===== src/rtl/mouse_loc_unit_pkg.sv =====
// Shared constants for the maze-mouse location datapath.
// Coordinates are 4-bit; a location packs them as {X, Y}.
package mouse_loc_unit_pkg;
  localparam int LOC_W   = 8;
  localparam int COORD_W = 4;

  localparam logic [1:0] DIR_YDEC = 2'b00;
  localparam logic [1:0] DIR_XINC = 2'b01;
  localparam logic [1:0] DIR_XDEC = 2'b10;
  localparam logic [1:0] DIR_YINC = 2'b11;

  // X-axis moves are the two directions whose bits differ.
  function automatic logic dir_is_x(input logic [1:0] d);
    return d[1] ^ d[0];
  endfunction
endpackage


===== src/rtl/mouse_loc_unit_if.sv =====
// Controller <-> location unit bus: move controls in, locations and edge flag out.
interface mouse_loc_unit_if;
  logic                                   rgLd;
  logic [1:0]                             dir;
  logic                                   adderEn;
  logic                                   pop;
  logic [mouse_loc_unit_pkg::LOC_W-1:0]   popedLoc;
  logic [mouse_loc_unit_pkg::LOC_W-1:0]   curLoc;
  logic [mouse_loc_unit_pkg::LOC_W-1:0]   nxtLoc;
  logic                                   cntReach;

  modport master (output rgLd, dir, adderEn, pop, popedLoc,
                  input  curLoc, nxtLoc, cntReach);
  modport slave  (input  rgLd, dir, adderEn, pop, popedLoc,
                  output curLoc, nxtLoc, cntReach);
endinterface


===== src/rtl/mouse_loc_unit_cells.sv =====
// Leaf cells of the location datapath: gated step adder, 8-bit 2:1 mux,
// and a 4-bit coordinate register with sync active-low reset.
module adder
  import mouse_loc_unit_pkg::*;
(
  input  logic [COORD_W-1:0] a,
  input  logic [COORD_W-1:0] b,
  input  logic               ci,
  input  logic               en,
  output logic [COORD_W-1:0] sum,
  output logic               co
);
  always_comb begin
    {co, sum} = '0;
    if (en) {co, sum} = {1'b0, a} + {1'b0, b} + {{COORD_W{1'b0}}, ci};
  end
endmodule

module mux2To1
  import mouse_loc_unit_pkg::*;
(
  input  logic [LOC_W-1:0] in0,
  input  logic [LOC_W-1:0] in1,
  input  logic             sl,
  output logic [LOC_W-1:0] out
);
  assign out = sl ? in1 : in0;
endmodule

module reg4B
  import mouse_loc_unit_pkg::*;
(
  input  logic               clk,
  input  logic               rst,
  input  logic               ld,
  input  logic [COORD_W-1:0] d,
  output logic [COORD_W-1:0] q
);
  logic [COORD_W-1:0] q_q, q_d;

  always_comb begin
    q_d = q_q;
    if (ld) q_d = d;
  end

  always_ff @(posedge clk) begin
    if (!rst) q_q <= '0;
    else      q_q <= q_d;
  end

  assign q = q_q;
endmodule


===== src/rtl/mouse_loc_unit.sv =====
// Mouse location registers plus combinational next-location selection:
// one-step move, stack pop, or origin under reset. Moves wrap mod 16.
module mouse_loc_unit
  import mouse_loc_unit_pkg::*;
(
  input  logic             clk,
  input  logic             rst,
  mouse_loc_unit_if.slave  bus
);
  logic [1:0][COORD_W-1:0] coord;   // [1] = X, [0] = Y
  logic [3:0][LOC_W-1:0]   chain;
  logic                    sl;
  logic [COORD_W-1:0]      add_to, to_add, res, edge_sum;
  logic                    unused_co;

  always_comb begin
    sl       = dir_is_x(bus.dir);
    add_to   = sl ? coord[1] : coord[0];
    to_add   = bus.dir[0] ? 4'h1 : 4'hF;
    // Edge check uses +0 for decrements so a zero coordinate flags too.
    edge_sum = add_to + {{(COORD_W-1){1'b0}}, bus.dir[0]};
  end

  assign bus.cntReach = (edge_sum == '0);

  adder u_add (
    .a(add_to), .b(to_add), .ci(1'b0), .en(bus.adderEn),
    .sum(res), .co(unused_co)
  );

  // Priority chain, lowest priority first: Y move, X move, pop, reset.
  mux2To1 u_mux_y   (.in0(bus.curLoc), .in1({coord[1], res}),
                     .sl(bus.adderEn & ~sl), .out(chain[0]));
  mux2To1 u_mux_x   (.in0(chain[0]), .in1({res, coord[0]}),
                     .sl(bus.adderEn & sl), .out(chain[1]));
  mux2To1 u_mux_pop (.in0(chain[1]), .in1(bus.popedLoc),
                     .sl(bus.pop), .out(chain[2]));
  mux2To1 u_mux_rst (.in0('0), .in1(chain[2]),
                     .sl(rst), .out(chain[3]));

  assign bus.nxtLoc = chain[3];
  assign bus.curLoc = coord;

  for (genvar g = 0; g < 2; g++) begin : g_reg
    reg4B u_reg (
      .clk(clk), .rst(rst), .ld(bus.rgLd),
      .d(bus.nxtLoc[g*COORD_W +: COORD_W]), .q(coord[g])
    );
  end
endmodule


===== src/flat_wrapper.sv =====
// flat-port wrapper written by rule: the top's interface ports become plain ports
module mouse_loc_unit_flat import mouse_loc_unit_pkg::*;
  (clk, rst, bus_rgLd, bus_dir, bus_adderEn, bus_pop, bus_popedLoc, bus_curLoc, bus_nxtLoc, bus_cntReach);
  mouse_loc_unit_if bus_i ();
  input  logic clk;
  input  logic rst;
  input wire logic [$bits(bus_i.rgLd)-1:0] bus_rgLd;
  input wire logic [$bits(bus_i.dir)-1:0] bus_dir;
  input wire logic [$bits(bus_i.adderEn)-1:0] bus_adderEn;
  input wire logic [$bits(bus_i.pop)-1:0] bus_pop;
  input wire logic [$bits(bus_i.popedLoc)-1:0] bus_popedLoc;
  output wire logic [$bits(bus_i.curLoc)-1:0] bus_curLoc;
  output wire logic [$bits(bus_i.nxtLoc)-1:0] bus_nxtLoc;
  output wire logic [$bits(bus_i.cntReach)-1:0] bus_cntReach;
  assign bus_i.rgLd = bus_rgLd;
  assign bus_i.dir = bus_dir;
  assign bus_i.adderEn = bus_adderEn;
  assign bus_i.pop = bus_pop;
  assign bus_i.popedLoc = bus_popedLoc;
  assign bus_curLoc = bus_i.curLoc;
  assign bus_nxtLoc = bus_i.nxtLoc;
  assign bus_cntReach = bus_i.cntReach;
  mouse_loc_unit u_core (.clk(clk), .rst(rst), .bus(bus_i));
endmodule

===== config.mk =====
export PLATFORM = sky130hd
export DESIGN_NAME = mouse_loc_unit_flat
export DESIGN_NICKNAME = d
export VERILOG_FILES = /design/src/rtl/mouse_loc_unit_pkg.sv /design/src/rtl/mouse_loc_unit_if.sv /design/src/rtl/mouse_loc_unit_cells.sv /design/src/rtl/mouse_loc_unit.sv /design/src/flat_wrapper.sv
export SDC_FILE = /design/constraint.sdc
export NUM_CORES = 1
export LEC_CHECK = 0
export CORE_AREA = 2 2 49 51
export DETAILED_ROUTE_END_ITERATION = 8
export DIE_AREA = 0 0 51 53
export GPL_TIMING_DRIVEN = 0
export PLACE_DENSITY = 0.75
export SLEW_MARGIN = 20
export SYNTH_ARGS = -nofsm -noshare
export SYNTH_HDL_FRONTEND = slang
export SYNTH_SLANG_ARGS = --single-unit
export TNS_END_PERCENT = 100

===== constraint.sdc =====
create_clock -name clk -period 2.7 [get_ports clk]
set_input_delay 0.27 -clock clk [delete_from_list [all_inputs] [get_ports clk]]
set_output_delay 0.27 -clock clk [all_outputs]
set_load 0.005 [all_outputs]

======== Yosys cells after proc, flatten, opt, wreduce, memory -nomap -nowiden ========
Cells that the tools add are included.
storage, ports and cells
  bits in registers ....................... 8
  bits of input ports ..................... 15
  logic and storage cells ................. 16
operators by class
  add/subtract/negate cells ............... 2
  muxes and demuxes ....................... 7
  bitwise operators ....................... 4
  reduce and logical (&&, ||, !) cells .... 1
operators by type and width
  operator          number
  $mux W8           3
  $mux W4           4
  $add A4 B1 Y4     1
  $add A4 B4 Y4     1
  $logic_not A4 Y1  1
  $and A1 B1 Y1     2
  $not A1 Y1        1
  $xor A1 B1 Y1     1

======== Longest topological paths before layout ========
Gate-level depths: netlist of the first run.
  depth in word-level cells ............... 8
  gate-level depth with buffers ........... 10
  gate-level depth less buffers ........... 10

======== By module ========
A second synthesis of the first run with hierarchy kept.
unflattened totals
  cell total of the unflattened synthesis .. 105
  area total of the unflattened synthesis .. 1199.9 um^2
modules (own cells, without submodules)
  module          times used  cells each  area an instance (um^2)  sequential area each (um^2)
  mux2To1         4           9           131.4                    0.0
  reg4B           2           13          156.4                    80.1
  mouse_loc_unit  1           26          201.4                    0.0
  adder           1           17          160.2                    0.0

======== Worst setup path after synthesis of the first run ========
OpenSTA, ideal clock, no wires.
  path type ............................... input port to output port
  start ................................... input bus_dir[0]
  end ..................................... output bus_nxtLoc[2]
  arrival time ............................ 1970 ps
  required time ........................... 2430 ps
  path slack .............................. 460 ps
  cell stages on the path ................. 8
  path buffers ............................ 0
  cell sequence ........................... xor2_4 mux2_4 inv_1 fa_1 xnor2_1 and2_1 a221o_1 and3_1
on the way
  word-level cells in the longest chain between the ends .. 8
RTL lines
  what                    RTL line                    text
  start: declaration      flat_wrapper.sv:8           input wire logic [$bits(bus_i.dir)-1:0] bus_dir;
  $xor A1 B1 Y1           mouse_loc_unit_pkg.sv:14    return d[1] ^ d[0];
  $mux W4                 mouse_loc_unit.sv:18        add_to = sl ? coord[1] : coord[0];
  $add A4 B4 Y4           mouse_loc_unit_cells.sv:15  if (en) {co, sum} = {1'b0, a} + {1'b0, b} + {{COORD_W{1'b0}}, ci};
  $mux W4                 mouse_loc_unit_cells.sv:15
  $mux W4                 mouse_loc_unit_cells.sv:27  assign out = sl ? in1 : in0;
  $mux W8 * (3 in a row)  mouse_loc_unit_cells.sv:27
  end: declaration        flat_wrapper.sv:13          output wire logic [$bits(bus_i.nxtLoc)-1:0] bus_nxtLoc;
Every way passes the cells marked *; elsewhere a longest branch is shown, timed or not.

======== Worst setup path after layout of the first run ========
  start ................................... input bus_dir[0]
  end ..................................... output bus_nxtLoc[5]
on the way
  word-level cells in the longest chain between the ends .. 7
RTL lines
  what                    RTL line
  $xor A1 B1 Y1           mouse_loc_unit_pkg.sv:14
  $mux W4                 mouse_loc_unit.sv:18
  $add A4 B4 Y4           mouse_loc_unit_cells.sv:15
  $mux W4                 mouse_loc_unit_cells.sv:15
  $mux W8 * (3 in a row)  mouse_loc_unit_cells.sv:27
Marked as above.

==> reports/metrics.csv, run 1 <==
stage,metric,value,unit
run_status,status,"complete, but fails checks",
run_status,violations,setup timing,
synth,synth_edf_count,0,
critical_path,r2r_slack,0.72,ns
critical_path,r2r-end,u_core.g_reg[1].u_reg.q[2],
cells_and_area,fin_cells,173,
critical_path,required,2.43,ns
drt,vias_per_cell,5.64,
die,pin_count,32,
clocking,cts_tree,built,
synth,ys_seq_elements,8,
synth,synth_area_leader_cell,dfxtp_1,
die,dieWidth,51,um
drt,drc_errors,0,
grt,grt_pass1_vias,886,
sta,slew_headroom,68.2,%
placement,dp_slack,-1.00,ns
synth,yosysTopAreaCellShare,17.9,%
sta,period_share,102,%
critical_path,crit_path_start_kind,primary input,
synth,netlist_top_cells_area,"dfxtp_1 (18%), nand2_1 (6.3%), ha_1 (5.6%)",
worst_hold_path,hp-class,primary input to flip-flop,
drt,drtAntennaViolNets,0,
power_and_ir_drop,power,0.000473,W
sta,period_minus_slack,2.74,ns
synth,avgSynthCellArea,8.27,um2
drt,via_count,976,
drt,drt_iter0_markers,27,
synth,syn_inst,108,
grt,grt_pass1_wl,3960,um
cells_and_area,area_delta_synth_final,49.4,%
cells_and_area,diodes,0,
run,cap_violations,0,
die,start_util,41.6,%
cells_and_area,finalNetCount,167,
placement,hpwl,1810,um
critical_path,rr_startpoint,u_core.g_reg[1].u_reg.q[1],
synth,netlist_top_cells_count,"nand2_1 (15), a21oi_1 (8), dfxtp_1 (8)",
critical_path,critPathMaxFanout,7,
die,core,0.00215,mm2
cells_and_area,regArea,165,um2
synth,ys_types,41,
power_and_ir_drop,ir_drop,0.294,mV
cells_and_area,largest_reg_flops,8,
critical_path,cp-end-kind,output pin,
synth,seq_area_frac_synth,17.9,%
cells_and_area,post-route-cell-area,0.00134,mm2
sta,rsz0062_at_grt,yes,
synth,ys_warn_count,0,
critical_path,cp.arrival,2.47,ns
sta,worst_slack,-0.0437,ns
die,rows,17,
drt,first_pass_iters,4,
worst_hold_path,hp-start,rst,
synth,syn_nets,128,
sta,tightest_slew,0.476,ns
power_and_ir_drop,p_leak,0.542,nW
drt,wl_per_cell,14.5,um
grt,grtUsageTotal,19.1,%
clocking,cts_htree_levels,1,
cells_and_area,n_fill_cell,176,
sta,hold_ws,0.415,ns
die,die_y,53,um
sta,skew,0.00887,ns
grt,antenna_found_initial,0,
clocking,clk_latency,0.26,ns
sta,fmax,0.364,GHz
drt,routed_wl,2510,um
cells_and_area,multiInputGateArea,737,um2
synth,yosysMostFrequentCell,nand2_1,
power_and_ir_drop,cellPowerDensity,354,mW/mm2
synth,synth-async-reset-ratio,0,%
placement,port_buffers,29,
clocking,tritoncts_num_sinks,8,
clocking,cts_buffers,3,
clocking,clockRootBuffer,clkbuf_4,
grt,grt_max_degree,11,
placement,dp_cells,165,
worst_hold_path,hold_end,u_core.g_reg[0].u_reg.q[2],
synth,netlist_area,893,um2
clocking,clk_pin_slew,0.05,ns
synth,synth_ff_type,dfxtp_1,
placement,place_area,0.00122,mm2
sta,finalSetupViolCount,1,
placement,place_congestion,0.777,
critical_path,path_class,primary input to output pin,
clocking,cts_buffer_depth,2,
sta,hold_viol_final,0,
cells_and_area,drive_gt1_share,19.3,%
clocking,cts-hold-fix-buffers,0,
critical_path,reg2reg_depth,8,
sta,slew_viol_final,0,
worst_hold_path,hold_depth,2,
die,dieArea,0.00270,mm2
grt,overflow,0,
[critical path, stage by stage]
cell,delay [ns]
buf_8,0.13
xor2_4,0.22
mux2_4,0.34
inv_1,0.08
fa_1,0.46
a311oi_2,0.25
a21oi_1,0.09
nor2b_1,0.13
clkdlybuf4s50_1,0.51
[kinds of logic after synthesis]
group	after synthesis	share of synthesized area [%]
AND/OR/NAND/NOR	38	23.1
AO/OA/AOI/OAI	36	31.8
buffers and inverters	10	4.20
flip-flops	8	17.9
XOR/XNOR	6	8.82
multiplexers	5	6.30
adder cells (fa/ha/maj)	5	7.84
[report_power, final]
group | internal, W | total [W] | switching, W
sequential | 0.000127 | 0.000139 | 0.0000119
clock | 0.0000510 | 0.0000935 | 0.0000425
combinational | 0.000133 | 0.000241 | 0.000108
total | 0.000311 | 0.000473 | 0.000162
[placed cells by master (no fill, tap or decap), types with 4 or more instances in the layout]
master	n
nand2_1	14
xnor2_1	4
nor2b_1	4
o21ai_0	4
inv_1	5
buf_4	5
nor2_1	4
clkdlybuf4s50_1	24
a21oi_1	8
dfxtp_1	6
clkbuf_1	5
[timing repair]
action                                  CTS  global route
gates resized for setup                  19             9
buffers inserted                          4             1
endpoints found under the setup margin   13             7
pin swaps                                 8             3
[area by class of cell]
class	count	share of cell area, %
buffer	5	1.41
clock buffer	3	1.69
inverter	5	1.41
multi-input combinational	90	55.2
sequential	8	12.4
tap	28	2.62
timing repair buffer	34	25.3
[metrics by stage]
stage / setup TNS, ns / util, %
finish: -0.0437 / 62.1
global route: -0.370 / 62.1
CTS: -0.353 / 60.5
detailed placement: -8.33 / 56.7
global placement: -7.57 / 56.7
floorplan: 0 / -
[worst max path at each step]
| stage | start | to | slack, ns | cells past startpoint |
|---|---|---|---|---|
| finish | bus_dir[0] | bus_nxtLoc[5] | -0.04 | 9 |
| global route | bus_dir[0] | bus_nxtLoc[5] | -0.16 | 9 |
| CTS | bus_dir[1] | bus_nxtLoc[1] | -0.09 | 9 |
| detailed placement | bus_dir[0] | bus_nxtLoc[6] | -1.00 | 11 |
| global placement | bus_dir[0] | bus_nxtLoc[6] | -0.96 | 11 |
| floorplan | bus_dir[0] | bus_nxtLoc[2] | 0.46 | 8 |
[layer usage]
| layer | up-vias | track usage [%] | wire [um] |
|---|---|---|---|
| li1 | 475 | - | - |
| met1 | 468 | 24.7 | 1040 |
| met2 | 31 | 32.9 | 1350 |
| met3 | 2 | 1.98 | 108 |
| met4 | 0 | 6.76 | 15 |
| met5 | - | 0 | 0 |
Power figures use the tool's default switching activity.
==> run 2, diff against run 1 <==
--- a/config.mk
+++ b/config.mk
@@ -9,7 +9,7 @@
 export DETAILED_ROUTE_END_ITERATION = 8
 export DIE_AREA = 0 0 51 53
 export GPL_TIMING_DRIVEN = 0
-export PLACE_DENSITY = 0.75
+export PLACE_DENSITY_LB_ADDON = 0.08
 export SLEW_MARGIN = 20
 export SYNTH_ARGS = -nofsm -noshare
 export SYNTH_HDL_FRONTEND = slang
==> run 2 against run 1 <==
- the run now ends clean
- global-route usage is 0.060 points lower
- clock skew fell by 0.0080 ns
- first-iteration DRC count up 19%
- highest routed layer unchanged
- register-to-register slack improved by 0.04 ns
- sequential cell count stayed put
==> reports/metrics.csv, run 2 (synthesis gave the netlist of run 1 again) <==
stage,metric,value,unit
cells_and_area,final_util,63.0,%
sta,rsz0062_at_grt,no,
drt,via_count,962,
die,core,0.00215,mm2
grt,grtUsageTotal,19.1,%
critical_path,critPathMaxFanout,5,
clocking,cts_tree,built,
run,cap_violations,0,
drt,drtAntennaViolNets,0,
cells_and_area,final_cell_mix,"clkdlybuf4s50_1 (20), nand2_1 (14), buf_4 (9), a21oi_1 (8)",
critical_path,required,2.43,ns
drt,first_pass_iters,4,
power_and_ir_drop,seqPwrFrac,29.0,%
cells_and_area,largest_reg_flops,8,
grt,overflow,0,
placement,dp_slack,-0.967,ns
clocking,tritoncts_num_sinks,8,
cells_and_area,finalNetCount,170,
clocking,clk_latency,0.26,ns
die,dieWidth,51,um
placement,place_congestion,0.712,
die,dieArea,0.00270,mm2
die,rows,17,
power_and_ir_drop,p_switching,0.000164,W
die,start_util,41.6,%
sta,finalSetupViolCount,0,
sta,hold_viol_final,0,
sta,tightest_slew,0.482,ns
clocking,clk_pin_slew,0.06,ns
cells_and_area,final_common_cell,clkdlybuf4s50_1,
clocking,cts-hold-fix-buffers,0,
critical_path,path_class,primary input to output pin,
sta,period_minus_slack,2.61,ns
drt,vias_per_cell,5.47,
power_and_ir_drop,comb_power_share,50.8,%
clocking,cts_buffers,3,
cells_and_area,diodes,0,
clocking,cts_buffer_depth,2,
grt,antenna_found_initial,0,
clocking,clockRootBuffer,clkbuf_4,
power_and_ir_drop,clockPowerShare,20.2,%
power_and_ir_drop,switching_share,34.2,%
sta,skew,0.000908,ns
power_and_ir_drop,p_leak,0.555,nW
grt,grt_pass1_wl,3890,um
power_and_ir_drop,cellPowerDensity,353,mW/mm2
run_status,status,"complete, no violations",
die,die_y,53,um
sta,period_share,96.7,%
sta,worst_slack,0.0900,ns
die,pin_count,32,
grt,grt_max_degree,11,
sta,slew_viol_final,0,
placement,hpwl,1740,um
drt,drt_iter0_markers,32,
cells_and_area,drive_gt1_share,20.9,%
critical_path,crit_path_start_kind,primary input,
critical_path,cp-end-kind,output pin,
drt,drc_errors,0,
drt,routed_wl,2400,um
cells_and_area,area_delta_synth_final,51.5,%
critical_path,reg2reg_depth,9,
clocking,cts_htree_levels,1,
power_and_ir_drop,p_int,0.000314,W
grt,grt_pass1_vias,863,
worst_hold_path,hp-class,primary input to flip-flop,
power_and_ir_drop,ir_drop,0.269,mV
sta,slew_headroom,67.8,%
sta,fmax,0.383,GHz
drt,wl_per_cell,13.6,um
critical_path,cp.arrival,2.34,ns
worst_hold_path,hold_depth,2,
placement,port_buffers,29,
run 2: changes by cell type in the layout (fill, tap and decap cells not counted), sizes merged:
cell	delta
clkdlybuf4s50	-4
dlymetal6s2s	-1
buf	+3
dlygate4sd2	+5
run 2: power by group through the flow:
stage,Clock [W],Sequential [W],Combinational (W)
CTS,0.0000971,0.000139,0.000226
finish,0.0000967,0.000139,0.000243
detailed placement,0,0.000141,0.000209
floorplan,0,0.000139,0.000123
global placement,0,0.000140,0.000207
global route,0.000105,0.000140,0.000265
run 2: stage by stage:
step	hold slack (ns)	area, um2	setup TNS (ns)	power [W]	std cells
final	0.407	1350	0	0.000478	176
after global routing	0.434	1350	0	0.000510	176
after CTS	0.408	1310	0	0.000462	173
after detailed placement	0.521	1220	-7.94	0.000350	165
after global placement	0.515	1220	-7.74	0.000348	165
after floorplan	0.487	893	0	0.000263	108
run 2: worst max-delay path: stages:
cell and delay [ns]:
buf_4 0.15, xor2_4 0.23, mux2_4 0.22, inv_1 0.05
fa_1 0.37, xnor2_1 0.13, and2_1 0.17, a221o_1 0.32
and3_1 0.17, dlygate4sd2_1 0.25
run 2: path summary, 6_finish.rpt:
check                                  start                    endpoint  slack (ns)
hold reg to reg   u_core.g_reg[0].u_reg.q[2]  u_core.g_reg[0].u_reg.q[2]        0.52
setup / recovery                  bus_dir[1]               bus_nxtLoc[2]        0.09
hold / removal                           rst  u_core.g_reg[0].u_reg.q[2]        0.41
setup reg to reg  u_core.g_reg[1].u_reg.q[0]  u_core.g_reg[1].u_reg.q[2]        0.76
run 2: repair_timing:
action | in CTS | in global routing
setup buffers | 5 | 3
setup endpoints to repair | 11 | 2
gates resized for setup | 26 | 4
pin swaps | 12 | 3
run 2: area by class of cell:
cell class | instances | area (um2)
inverters | 5 | 18.8
fillers | 186 | 795
well taps | 28 | 35.0
multi-input cells | 90 | 752
flip-flops and latches | 8 | 163
clock buffers | 3 | 22.5
repair buffers | 37 | 344
plain buffers | 5 | 18.8
run 2: routing by layer:
layer  up-vias  GRT usage, %  part of all wire (%)
met5         -             0                     0
met4         0          8.11                   1.5
met3         5          1.98                   5.0
met2        31          31.2                    48
met1       440          25.4                    46
li1        486             -                     -
